===== config.mk =====
export PLATFORM = sky130hd
export DESIGN_NAME = fetch_unit
export DESIGN_NICKNAME = d
export VERILOG_FILES = /design/src/rtl/fetch_pkg.sv /design/src/rtl/fetch_fifo.sv /design/src/rtl/fetch_unit.sv
export SDC_FILE = /design/constraint.sdc
export NUM_CORES = 1
export LEC_CHECK = 0
export BUFFER_PORTS_ARGS = -buffer_cell sky130_fd_sc_hd__buf_2
export CORE_MARGIN = 5
export CORE_UTILIZATION = 45
export DETAILED_ROUTE_END_ITERATION = 10
export GPL_TIMING_DRIVEN = 0
export PLACE_DENSITY_LB_ADDON = 0.2
export SLEW_MARGIN = 20
export SYNTH_ARGS = -nofsm -noshare
export SYNTH_HDL_FRONTEND = slang
export SYNTH_HIERARCHICAL = 1
export SYNTH_SLANG_ARGS = --single-unit

===== constraint.sdc =====
create_clock -name clk -period 3.6 [get_ports clk]
set_input_delay 0.72 -clock clk [delete_from_list [all_inputs] [get_ports clk]]
set_output_delay 0.72 -clock clk [all_outputs]
set_load 0.03 [all_outputs]

===== src/rtl/fetch_pkg.sv =====
// fetch_pkg: shared constants and types for the instruction fetch stage
package fetch_pkg;
    localparam int FETCH_DEPTH = 2;
    localparam int WORD_BYTES = 4;
    localparam logic [31:0] DEFAULT_RESET_PC = 32'h0000_0000;
    typedef struct packed {
        logic [31:0] pc;
        logic [31:0] instr;
    } fetch_entry_t;
endpackage


===== src/rtl/fetch_fifo.sv =====
// fetch_fifo: 2-entry synchronous FIFO of {pc, instr}; flush overrides push/pop
module fetch_fifo
    import fetch_pkg::*;
(
    input  logic         clk,
    input  logic         rst_n,
    input  logic         push,
    input  logic         pop,
    input  logic         flush,
    input  fetch_entry_t push_entry,
    output logic [1:0]   count,
    output fetch_entry_t head
);
    fetch_entry_t mem [FETCH_DEPTH];
    logic rd_ptr, wr_ptr;
    assign head = mem[rd_ptr];
    always_ff @(posedge clk or negedge rst_n) begin
        if (!rst_n) begin
            mem[0] <= '0;
            mem[1] <= '0;
            rd_ptr <= 1'b0;
            wr_ptr <= 1'b0;
            count  <= 2'd0;
        end else if (flush) begin
            rd_ptr <= 1'b0;
            wr_ptr <= 1'b0;
            count  <= 2'd0;
        end else begin
            if (push) begin
                mem[wr_ptr] <= push_entry;
                wr_ptr      <= ~wr_ptr;
            end
            if (pop)
                rd_ptr <= ~rd_ptr;
            count <= count + {1'b0, push} - {1'b0, pop};
        end
    end
endmodule


===== src/rtl/fetch_unit.sv =====
// fetch_unit: PC, one-deep inflight slot, credit-based issue and redirect flush
module fetch_unit
    import fetch_pkg::*;
#(
    parameter logic [31:0] RESET_PC = DEFAULT_RESET_PC
) (
    input  logic        clk,
    input  logic        rst_n,
    output logic [31:0] mem_addr,
    input  logic [31:0] mem_rdata,
    input  logic        redirect_valid,
    input  logic [31:0] redirect_pc,
    output logic        out_valid,
    input  logic        out_ready,
    output logic [31:0] out_instr,
    output logic [31:0] out_pc
);
    logic [31:0]  pc_q, inflight_pc_q;
    logic         inflight_q, pop, push, issue;
    logic [1:0]   count;
    fetch_entry_t head;
    assign mem_addr  = pc_q;
    assign out_valid = count != 2'd0;
    assign out_instr = head.instr;
    assign out_pc    = head.pc;
    assign pop       = out_valid & out_ready;
    assign push      = inflight_q & ~redirect_valid;
    // pop implies count >= 1, so the credit sum cannot underflow
    assign issue = ~redirect_valid & (({1'b0, count} + {2'b0, inflight_q} - {2'b0, pop}) < 3'd2);
    always_ff @(posedge clk or negedge rst_n) begin
        if (!rst_n) begin
            pc_q          <= RESET_PC;
            inflight_q    <= 1'b0;
            inflight_pc_q <= '0;
        end else if (redirect_valid) begin
            pc_q       <= {redirect_pc[31:2], 2'b00};
            inflight_q <= 1'b0;
        end else begin
            inflight_q <= issue;
            if (issue) begin
                inflight_pc_q <= pc_q;
                pc_q          <= pc_q + 32'(WORD_BYTES);
            end
        end
    end
    fetch_fifo u_fifo (
        .clk       (clk),
        .rst_n     (rst_n),
        .push      (push),
        .pop       (pop),
        .flush     (redirect_valid),
        .push_entry('{pc: inflight_pc_q, instr: mem_rdata}),
        .count     (count),
        .head      (head)
    );
endmodule


[Word-level counts from Yosys, hierarchy flattened]
Cells that the tools add are included.
Storage, ports and cells
  bits in latches: 0
  bits in read-only memories: 0
  input port bits: 68
  memories kept: 0
  bits in writable memories: 0
  register bits after elaboration: 197
  logic and storage cells: 48
  output and inout bits: 97
Operators by class
  divide/modulo/power cells: 0
  muxes and demuxes: 14
  shift operators: 0
  add/sub/neg operators: 5
  $mul: 0
  order comparisons: 4
  eq/ne operators: 0
  bitwise operators: 8
  reductions and logical operators: 7
Operators by type and width (number)
  $mux 64: 4
  $bwmux 128: 1
  $demux 64 s1: 1
  $mux 32: 2
  $add 32x3->32 const B: 1
  $reduce_bool 2->1: 4
  $mux 1: 5
  $ge 2x2->1 const B: 2
  $not 1->2: 2
  $reduce_and 2->1: 2
  $add 2x1->3: 1
  $and 1x1->1: 3
  $lt 3x2->1 const B: 1
  $not 1->1: 3
  $sub 3x1->3: 1
  $add 2x1->2: 1
  $lt 2x1->1 const B: 1
  $mux 2: 1
  $sub 2x1->2: 1
  $logic_and 1x1->1: 1

[Depth between registers and ports, before layout]
Gate-level depths: netlist of the first run.
  depth after elaboration: 7
  mapped depth: 11
  depth with buffers taken out: 11

[Hierarchy]
Netlist of the first run, hierarchy kept.
By module, submodules not included
  fetch_fifo: instances 1, cells each 358, seq. area each 3303.2 um2, area each 6048.3 um2
  fetch_unit: instances 1, cells each 265, seq. area each 1526.5 um2, area each 2890.3 um2

[Least setup slack after synthesis of the first run]
No wires, ideal clock.
  path kind: register -> register
  from: register u_fifo.count[1]
  to: register pc_q[31], in the netlist mem_addr[31]
  buffers on the path: 0
  path slack: 0.443 ns
  stages on the path, launching flop included: 11
  period minus slack after synthesis: 3.157 ns
  arrival: 3.075 ns
  required time: 3.518 ns
  cell sequence: dfrtp_1 inv_1 nand2_1 and2_1 ha_1 nor2b_1 fa_1 nor4_4 nand4_4 or3_1 a31oi_1
Between the ends
  cells in the longest elaborated chain, start to end: 6
Ends and longest elaborated chain
  start: declaration: line fetch_fifo.sv:11  | output logic [1:0] count,
  start signal: assignment: line fetch_fifo.sv:35  | count <= count + {1'b0, push} - {1'b0, pop};
  $reduce_bool 2->1: line fetch_unit.sv:23  | assign out_valid = count != 2'd0;
  via out_valid: line fetch_unit.sv:13  | output logic out_valid,
  $and 1x1->1: line fetch_unit.sv:26  | assign pop = out_valid & out_ready;
  via pop: line fetch_unit.sv:19  | logic inflight_q, pop, push, issue;
  $sub 3x1->3: line fetch_unit.sv:29  | assign issue = ~redirect_valid & (({1'b0, count} + {2'b0, inflight_q} - {2'b0, pop}) < 3'd2);
  $lt 3x2->1: line fetch_unit.sv:29
  $and 1x1->1: line fetch_unit.sv:29
  $reduce_bool 2->1 (no line)
  end signal: assignment: line fetch_unit.sv:36  | pc_q <= {redirect_pc[31:2], 2'b00};
  end signal: assignment: line fetch_unit.sv:42  | pc_q <= pc_q + 32'(WORD_BYTES);
  end: declaration: line fetch_unit.sv:18  | logic [31:0] pc_q, inflight_pc_q;
The timed path passes the listed nets, and every way through them passes these cells.
A chain may end at the register's enable or synchronous reset.

[Final worst setup path of the first run]
  from: register u_fifo.count[1]
  to: register inflight_pc_q[20]
Between the ends
  cells in the longest elaborated chain, start to end: 6
Ends and longest elaborated chain
  $reduce_bool 2->1: line fetch_unit.sv:23
  $and 1x1->1: line fetch_unit.sv:26
  via pop: line fetch_unit.sv:19
  $sub 3x1->3: line fetch_unit.sv:29
  $lt 3x2->1: line fetch_unit.sv:29
  $and 1x1->1: line fetch_unit.sv:29
  $reduce_and 2->1 (no line)
  end signal: assignment: line fetch_unit.sv:41  | inflight_pc_q <= pc_q;
  end: declaration: line fetch_unit.sv:18
The timed path passes the listed nets, and every way through them passes these cells.

==> summary by stage, run 1 <==
Final layout
The area growth from synthesis to layout is 20.2%. With fillers left out, the area of the finished cells amounts to approximately 0.011 sq mm. The antenna diode instance count is 0. Of the cells placed in the final design, the portion with a size suffix greater than 1 is 0.537. For this run, the number of standard cells in the final layout without fillers is about 1,100. The fill cell instance count of the final layout is between 1,500 and 2,000. The post-layout net count is 884.

STA
The remaining max-slew budget at the tightest pin is 0.489. Hold timing on the final database bottoms out at a slack of 147 ps. The minimum period implied by the final worst setup slack is 3370 ps.

Setup violations remaining at the end of the flow were counted as 0. Setup slack closes at 229 ps. The actual transition at the worst max-transition pin is 761 ps. The final critical-path share of the clock period is 0.936. Setup repair after global routing left no endpoint under its margin. The setup skew after layout is 9.39 ps. For this run, the top clock speed supported by timing is between 0.2 and 0.3 GHz.

The max-slew violation total from the final report is 0. The hold violation total from the final report is 0.

Critical path
In this design, the stage delay of the slowest critical-path cell is 590 ps. The depth of the worst register-to-register path is 9. The startpoint identified for the worst register-to-register timing path is u_fifo/count[1].

The type of element capturing the critical path is a flip-flop. Traced cell by cell, the critical path runs through inv_1 > nand2_1 > and2_1 > ha_1 > nor2b_1 > fa_1 > nor3_1 > clkbuf_1 > mux2_2. In this run the critical register-to-register path is captured at inflight_pc_q[20]. By startpoint and endpoint, the worst setup path is classified as flip-flop to flip-flop. Along the worst path, the maximum fanout reaches 10. The setup check on the worst reg-to-reg path leaves a slack of between 200 and 250 ps. The largest individual stage delay along the critical path comes from the cell fa_1. The category of the worst setup path launch point is a flip-flop. Data arrives at the worst endpoint at 3670 ps.

The worst endpoint required time is between 3000 and 4000 ps.

Floorplanning
The vertical die dimension is 151 microns. The total die area is 0.0228 sq mm. For this configuration, the core starts out at a cell density of 0.458. The floorplan step set the die width to 151 microns. The placeable core area is 0.0195 sq mm. 165 I/O pins were placed. In this run the core area contains 51 standard-cell rows.

Drt
Dividing the detail-routed via count by the number of cells gives 5.13. Wires add up to 19,600 microns. The routed layout has 5,566 vias. The pre-antenna-repair detailed-routing pass consisted of 4 iterations. The average routed wire per standard cell is about 18 microns. The residual antenna-violating net count after detailed routing is 0.

After detailed routing, the number of remaining DRC violations is 0. The detailed router finished its first iteration with between 150 and 200 violations.

Power and ir drop
The largest vdd supply drop is around 0.34 mV. The total power is ~9.3 mW. The leakage power total is between 5 and 6 nW.

Power spread over the standard cell area amounts to 866 mW/mm^2.

Logic synthesis
The gate count after technology mapping is 623. The commonest cells after synthesis are 193 x dfrtp_1, 157 x mux2_2, 60 x mux2_4. In the post-synthesis netlist, the biggest area contributors are dfrtp_1 54%, mux2_2 20%, mux2_4 10%. Of the synthesized area, sequential elements account for 0.540. The dominant synthesized flop cell is dfrtp_1. The count of different cell masters after synthesis is 39. The average size of a mapped cell is 14.3 sq um.

For this run, the number of Yosys warnings is 6. The synthesized design contains 193 register bits. The share of synthesized area in the top cell type comes to 0.540. The synthesized netlist occupies a cell area of approximately 0.0089 sq mm. After synthesis, the share of flip-flops with an asynchronous set or reset is 1.00. The largest total area in the synthesized netlist belongs to dfrtp_1. The number of flops mapped to enable cells by yosys is 0. The dominant cell by count in the synthesized netlist is dfrtp_1.

Outcome
The run finished with clean final reports.

Clock network
The clock tree from TritonCTS is built. The H-tree level count is 4. Clock-pin slew was measured on the worst setup and hold paths at 70 ps. The clock passes through at most 2 buffers. The tree is rooted in a clkbuf_16. The clock latency on the worst-skew pair is 420 ps. The number of buffers added by the clock tree synthesis step is 17. For this design, the CTS-stage hold fixing added 0 buffers.

For this design, the sink count on the clock tree is roughly 190.

Placed design
The half-perimeter wire length of the detailed placement result is 14,100 microns. The number of input and output port buffers inserted is 160. Timing analysis after detailed placement gives a worst setup slack of -137 ps. After detailed placement, the design holds a cell count of 1,055.

The final weighted congestion of routability-driven global placement is between 0.7 and 0.8. Once placement finished, the instance area stood at between 0.01 and 0.015 sq mm.

Global routing
The initial antenna violation count is 1. The first global-routing pass estimated 31,700 microns of wire. The via count of the first global-routing pass is 6,015.

The total track usage is 0.178. Entering global routing, the biggest net connects 94 pins. The total grt overflow is 0.

Run
Max-cap violations in this run came to 0.

Min path
The worst hold path belongs to the class input port to asynchronous set/reset pin.
==> worst max-delay path by stage <==
stage	endpoint	cells after the start	slack, ps	start
2_1_floorplan	mem_addr[31]	10	440	u_fifo/count[1]
3_3_place_gp	inflight_pc_q[15]	1	-1160	rst_n
3_5_place_dp	mem_addr[26]	9	-140	out_ready
4_1_cts	mem_addr[26]	10	40	u_fifo/count[1]
5_1_grt	inflight_pc_q[5]	9	3	u_fifo/count[1]
6_report	inflight_pc_q[20]	9	230	u_fifo/count[1]
==> report_power, final <==
group | leakage, nW | internal [mW] | switching [mW] | total [mW]
logic | 2.51 | 1.82 | 2.13 | 3.95
clock network | 0.270 | 1.05 | 0.786 | 1.84
registers | 2.41 | 3.01 | 0.502 | 3.52
total | 5.19 | 5.88 | 3.42 | 9.30
==> stage by stage <==
step | util | setup TNS, ps
4_1_cts | 0.549 | 0
5_1_grt | 0.550 | 0
3_5_place_dp | 0.520 | -632
3_3_place_gp | 0.517 | -220440
6_report | 0.550 | 0
2_1_floorplan | - | 0
==> cells by family (layout without fill, tap and decap cells) <==
group	after synthesis	count (layout)	synth area share
DFF	193	193	0.540
adders and majority gates	5	5	0.00784
xor gates and xnor gates	24	24	0.0251
and+or+nand+nor	96	96	0.0592
buffers and inverters	43	236	0.0382
AOI/OAI and AO/OA	38	38	0.0230
muxes	223	223	0.306
other	1	6	0.000420
==> cell type report <==
type,instances,area [sq um],area share
Timing Repair Buffer,164,881,0.0820
Buffer,35,312,0.0290
Sequential cell,193,4830,0.450
Multi-Input combinational cell,392,3790,0.353
Tap cell,265,332,0.0309
Clock buffer,20,457,0.0425
Inverter,8,30.0,0.00280
Clock inverter,9,110,0.0102
==> sequential cells by signal, indices dropped and copies added, names as in the netlist <==
register       cells
inflight_pc_q     30
inflight_q         1
mem_addr          30
u_fifo/count       2
u_fifo/mem       128
u_fifo/rd_ptr      1
u_fifo/wr_ptr      1
==> critical path: cells and delay by family (launching register included) <==
family / cells / cell delay (ps)
adder cells (fa/ha/maj): 2 / 900
multiplexers: 1 / 410
AND/OR/NAND/NOR: 4 / 890
buffers and inverters: 2 / 660
flip-flops: 1 / 400
==> cell usage in the layout (no fill, tap or decap), types with 3 or more instances in the layout <==
cell type / synthesis / final
o21ai_0: 29 / 29
nand4_1: 11 / 11
conb_1: 1 / 6
buf_4: 3 / 5
buf_2: 9 / 168
nor2_1: 15 / 15
and3_1: 4 / 4
mux2_4: 60 / 60
clkinvlp_4: 0 / 3
dfrtp_1: 193 / 193
xor2_1: 16 / 16
xnor2_1: 7 / 7
ha_1: 4 / 4
mux2_1: 5 / 5
nand3_1: 9 / 9
inv_1: 8 / 8
clkbuf_16: 0 / 17
buf_12: 6 / 6
a31oi_1: 8 / 8
mux2_2: 157 / 157
and4_1: 3 / 3
or3_1: 8 / 8
buf_6: 8 / 8
nand2_1: 31 / 31
clkbuf_1: 9 / 10
==> routing by layer <==
layer,vias up,GRT usage,wire [microns]
met5,-,0,13
met4,2,0.0458,212
li1,2576,-,-
met1,2855,0.234,8830
met3,14,0.0437,949
met2,119,0.296,9600
==> what timing repair did <==
item	CTS	global route
setup endpoints to repair	0	8
setup buffers	0	2
resized for setup	0	1
No activity file was read; power rests on OpenSTA's default activity.
==> run 2, diff against run 1 <==
--- a/config.mk
+++ b/config.mk
@@ -8,6 +8,7 @@
 export BUFFER_PORTS_ARGS = -buffer_cell sky130_fd_sc_hd__buf_2
 export CORE_MARGIN = 5
 export CORE_UTILIZATION = 45
+export CTS_BUF_LIST = sky130_fd_sc_hd__clkbuf_8
 export DETAILED_ROUTE_END_ITERATION = 10
 export GPL_TIMING_DRIVEN = 0
 export PLACE_DENSITY_LB_ADDON = 0.2
==> run 2 against run 1 <==
  * Combinational power hardly changed
  * Power is 5.1% lower
  * Hold slack worse by 35 ps
  * Setup slack worse by 9.2 ps
  * Non-clock buffer count stayed put
  * Critical path depth stayed put
  * Clock power is 26% lower
  * First-iteration DRC count is 14% lower
  * Fmax is 0.27% lower
==> summary by stage, run 2 (synthesis results as in run 1) <==
Outcome
Outcome: completed (unchanged).

Final layout
The flip-flop and latch area is 0.00483 sq mm (unchanged). The flip-flop count of the largest register, all copies and words added is 128 (unchanged). The register with the highest flop count is u_fifo/mem (unchanged). The fill cell instance count of the final layout was 1,707 (was 1,678).

The commonest non-fill, non-tap cell in the layout is dfrtp_1 (unchanged). Commonest non-fill, non-tap cells in the layout: 193 x dfrtp_1, 168 x buf_2, 157 x mux2_2 (unchanged). The footprint of the multi-input gates is 0.00379 sq mm (unchanged).

The post-layout net count came to 884 (unchanged). The ratio of cells with drive above 1 in the final layout is 0.537 (unchanged). The antenna diode instance count was 0 (unchanged). The post-layout instance area is 0.0106 sq mm (was 0.0107 sq mm). The area growth from synthesis to layout came to 18.0% (was 20.2%).

Global routing
The total track usage is 0.177 (was 0.178). The pin count of the biggest net entering global routing is 94 (unchanged). The initial antenna violation count is 1 (unchanged).

The total grt overflow is 0 (unchanged). The via count of the first global-routing pass was 5,991 (was 6,015). The first-pass GRT wire length is 31,600 microns (was 31,700 microns).

STA
The smallest hold slack is 112 ps (was 147 ps). The max-slew violation total from the final report is 0 (unchanged). The minimum period implied by the final worst setup slack is 3380 ps (was 3370 ps). The setup skew after layout is 14.2 ps (was 9.39 ps). The setup slack after layout came to 220 ps (was 229 ps). The total setup violations reported at the end of the flow is 0 (unchanged). The hold violation total from the final report is 0 (unchanged). The final critical-path share of the clock period is 0.939 (was 0.936). The post-route setup TNS is 0 ps (unchanged). The highest clock frequency the design can meet is 0.296 GHz (was 0.297 GHz).

The remaining max-slew budget at the tightest pin is 0.487 (was 0.489). The actual transition at the worst max-transition pin is 764 ps (was 761 ps). RSZ-0062 raised after global routing: false (unchanged).

Placed design
The cell area after placement is 0.0102 sq mm (unchanged). The worst setup timing slack at the placement stage is -137 ps (unchanged). The final weighted congestion of routability-driven global placement is 0.767 (unchanged). The number of input and output port buffers inserted came to 160 (unchanged). The half-perimeter wire length of the detailed placement result is 14,100 microns (unchanged).

Drt
The mean number of vias per cell is 5.09 (was 5.13). The total wirelength of the detailed-routed design is 19,600 microns (about the same). The residual antenna-violating net count after detailed routing is 0 (unchanged).

The count of unresolved DRC violations after routing is 0 (unchanged). The iteration count of the initial detailed-routing pass was 4 (unchanged). The via count of the routed design is 5,525 (was 5,566).

The average routed wire per standard cell is 18.0 microns (about the same). The detailed router's first-iteration violation count is 148 (was 172).

Clock network
The number of clock sinks seen by CTS came to 193 (unchanged). The number of buffers added by the clock tree synthesis step is 17 (unchanged). The clock tree from TritonCTS is built (unchanged). The buffer depth of the longest clock path was 2 (unchanged). The H-tree level count is 4 (unchanged). The hold-fix buffer count after cts is 0 (unchanged).

The clock tree root buffer cell was clkbuf_8 (was clkbuf_16). The clock latency on the worst-skew pair is 450 ps (was 420 ps). The clock transition time at the flip-flop clock pins of the worst setup and hold paths came to 80 ps (was 70 ps).

Power and ir drop
The leakage power total came to 5.11 nW (was 5.19 nW). The largest vdd supply drop was 0.353 mV (was 0.340 mV). The total power is 8.83 mW (was 9.30 mW). The power per cell area was 837 mW/mm^2 (was 866 mW/mm^2).

Floorplanning
The I/O pin count is 165 (unchanged). The row count is 51 (unchanged). The width of the chip is 151 microns (unchanged). The vertical die dimension is 151 microns (unchanged). The placeable core area is 0.0195 sq mm (unchanged).

The effective utilization at floorplan is 0.458 (unchanged). The total die area is 0.0228 sq mm (unchanged).

Critical path
The maximum fanout along the worst path is 10 (unchanged). The endpoint of the worst register-to-register path was inflight_pc_q[17] (was inflight_pc_q[20]). The depth of the worst register-to-register path is 9 (unchanged). The category of the worst setup path launch point is a flip-flop (unchanged).

The startpoint of the worst register-to-register path is u_fifo/count[1] (unchanged). The type of element capturing the critical path was a flip-flop (unchanged). The critical setup path kind was flip-flop to flip-flop (unchanged). The slack of the worst reg-to-reg path is 220 ps (was 230 ps).

The critical path data arrival time is 3710 ps (was 3670 ps). The worst endpoint required time is 3930 ps (was 3900 ps).

Run
The max capacitance violation total is 0 (unchanged).

Min path
The type of the worst min-delay path was input port to asynchronous set/reset pin (unchanged).
[run 2: cell types whose count changed in the layout (fill, tap and decap cells not counted)]
cell,before,now
clkbuf_8,2,19
clkbuf_1,10,9
clkbuf_16,17,0
inv_1,8,9
[run 2: stage by stage]
| stage | std cells | utilization |
|---|---|---|
| after global placement | 1053 | 0.517 |
| after detailed placement | 1055 | 0.520 |
| after CTS | 1084 | 0.539 |
| after global routing | 1086 | 0.540 |
| after floorplan | 628 | - |
| final | 1086 | 0.540 |
[run 2: repair_timing]
item / 4_1_cts / 5_1_grt
resized for setup: 0 / 1
setup buffers: 0 / 2
hold endpoints to repair: 0 / 0
endpoints found under the setup margin: 0 / 8
[run 2: final cells by class]
type                       instances  area share
sequential                       193       0.458
multi-input combinational        392       0.359
timing repair buffer             164      0.0835
tap                              265      0.0314
buffer                            35      0.0295
clock buffer                      19      0.0248
clock inverter                    10      0.0108
inverter                           8     0.00285
[run 2: worst max path at each step]
| stage | to | slack [ps] | from |
|---|---|---|---|
| final | inflight_pc_q[17] | 220 | u_fifo/count[1] |
| after global routing | inflight_pc_q[17] | 2 | u_fifo/count[1] |
| after CTS | mem_addr[26] | 40 | u_fifo/count[1] |
| after detailed placement | mem_addr[26] | -140 | out_ready |
| after global placement | inflight_pc_q[15] | -1160 | rst_n |
| after floorplan | mem_addr[31] | 440 | u_fifo/count[1] |
[run 2: where the power goes]
part	internal (mW)	switching, mW	total [mW]
logic	1.82	2.13	3.95
clock network	0.641	0.729	1.37
registers	3.01	0.502	3.51
total	5.47	3.37	8.83
[run 2: per-layer routing]
metal / track usage / wire length (microns)
met5: 0 / 13
met4: 0.0512 / 253
met3: 0.0392 / 962
met2: 0.294 / 9500
met1: 0.234 / 8830
[run 2: critical path: stages (launching register included)]
cell      delay (ps)
dfrtp_1          410
inv_1            100
nand2_1           90
and2_1           210
ha_1             310
nor2b_1          140
fa_1             590
nor3_1           450
clkbuf_1         570
mux2_2           400
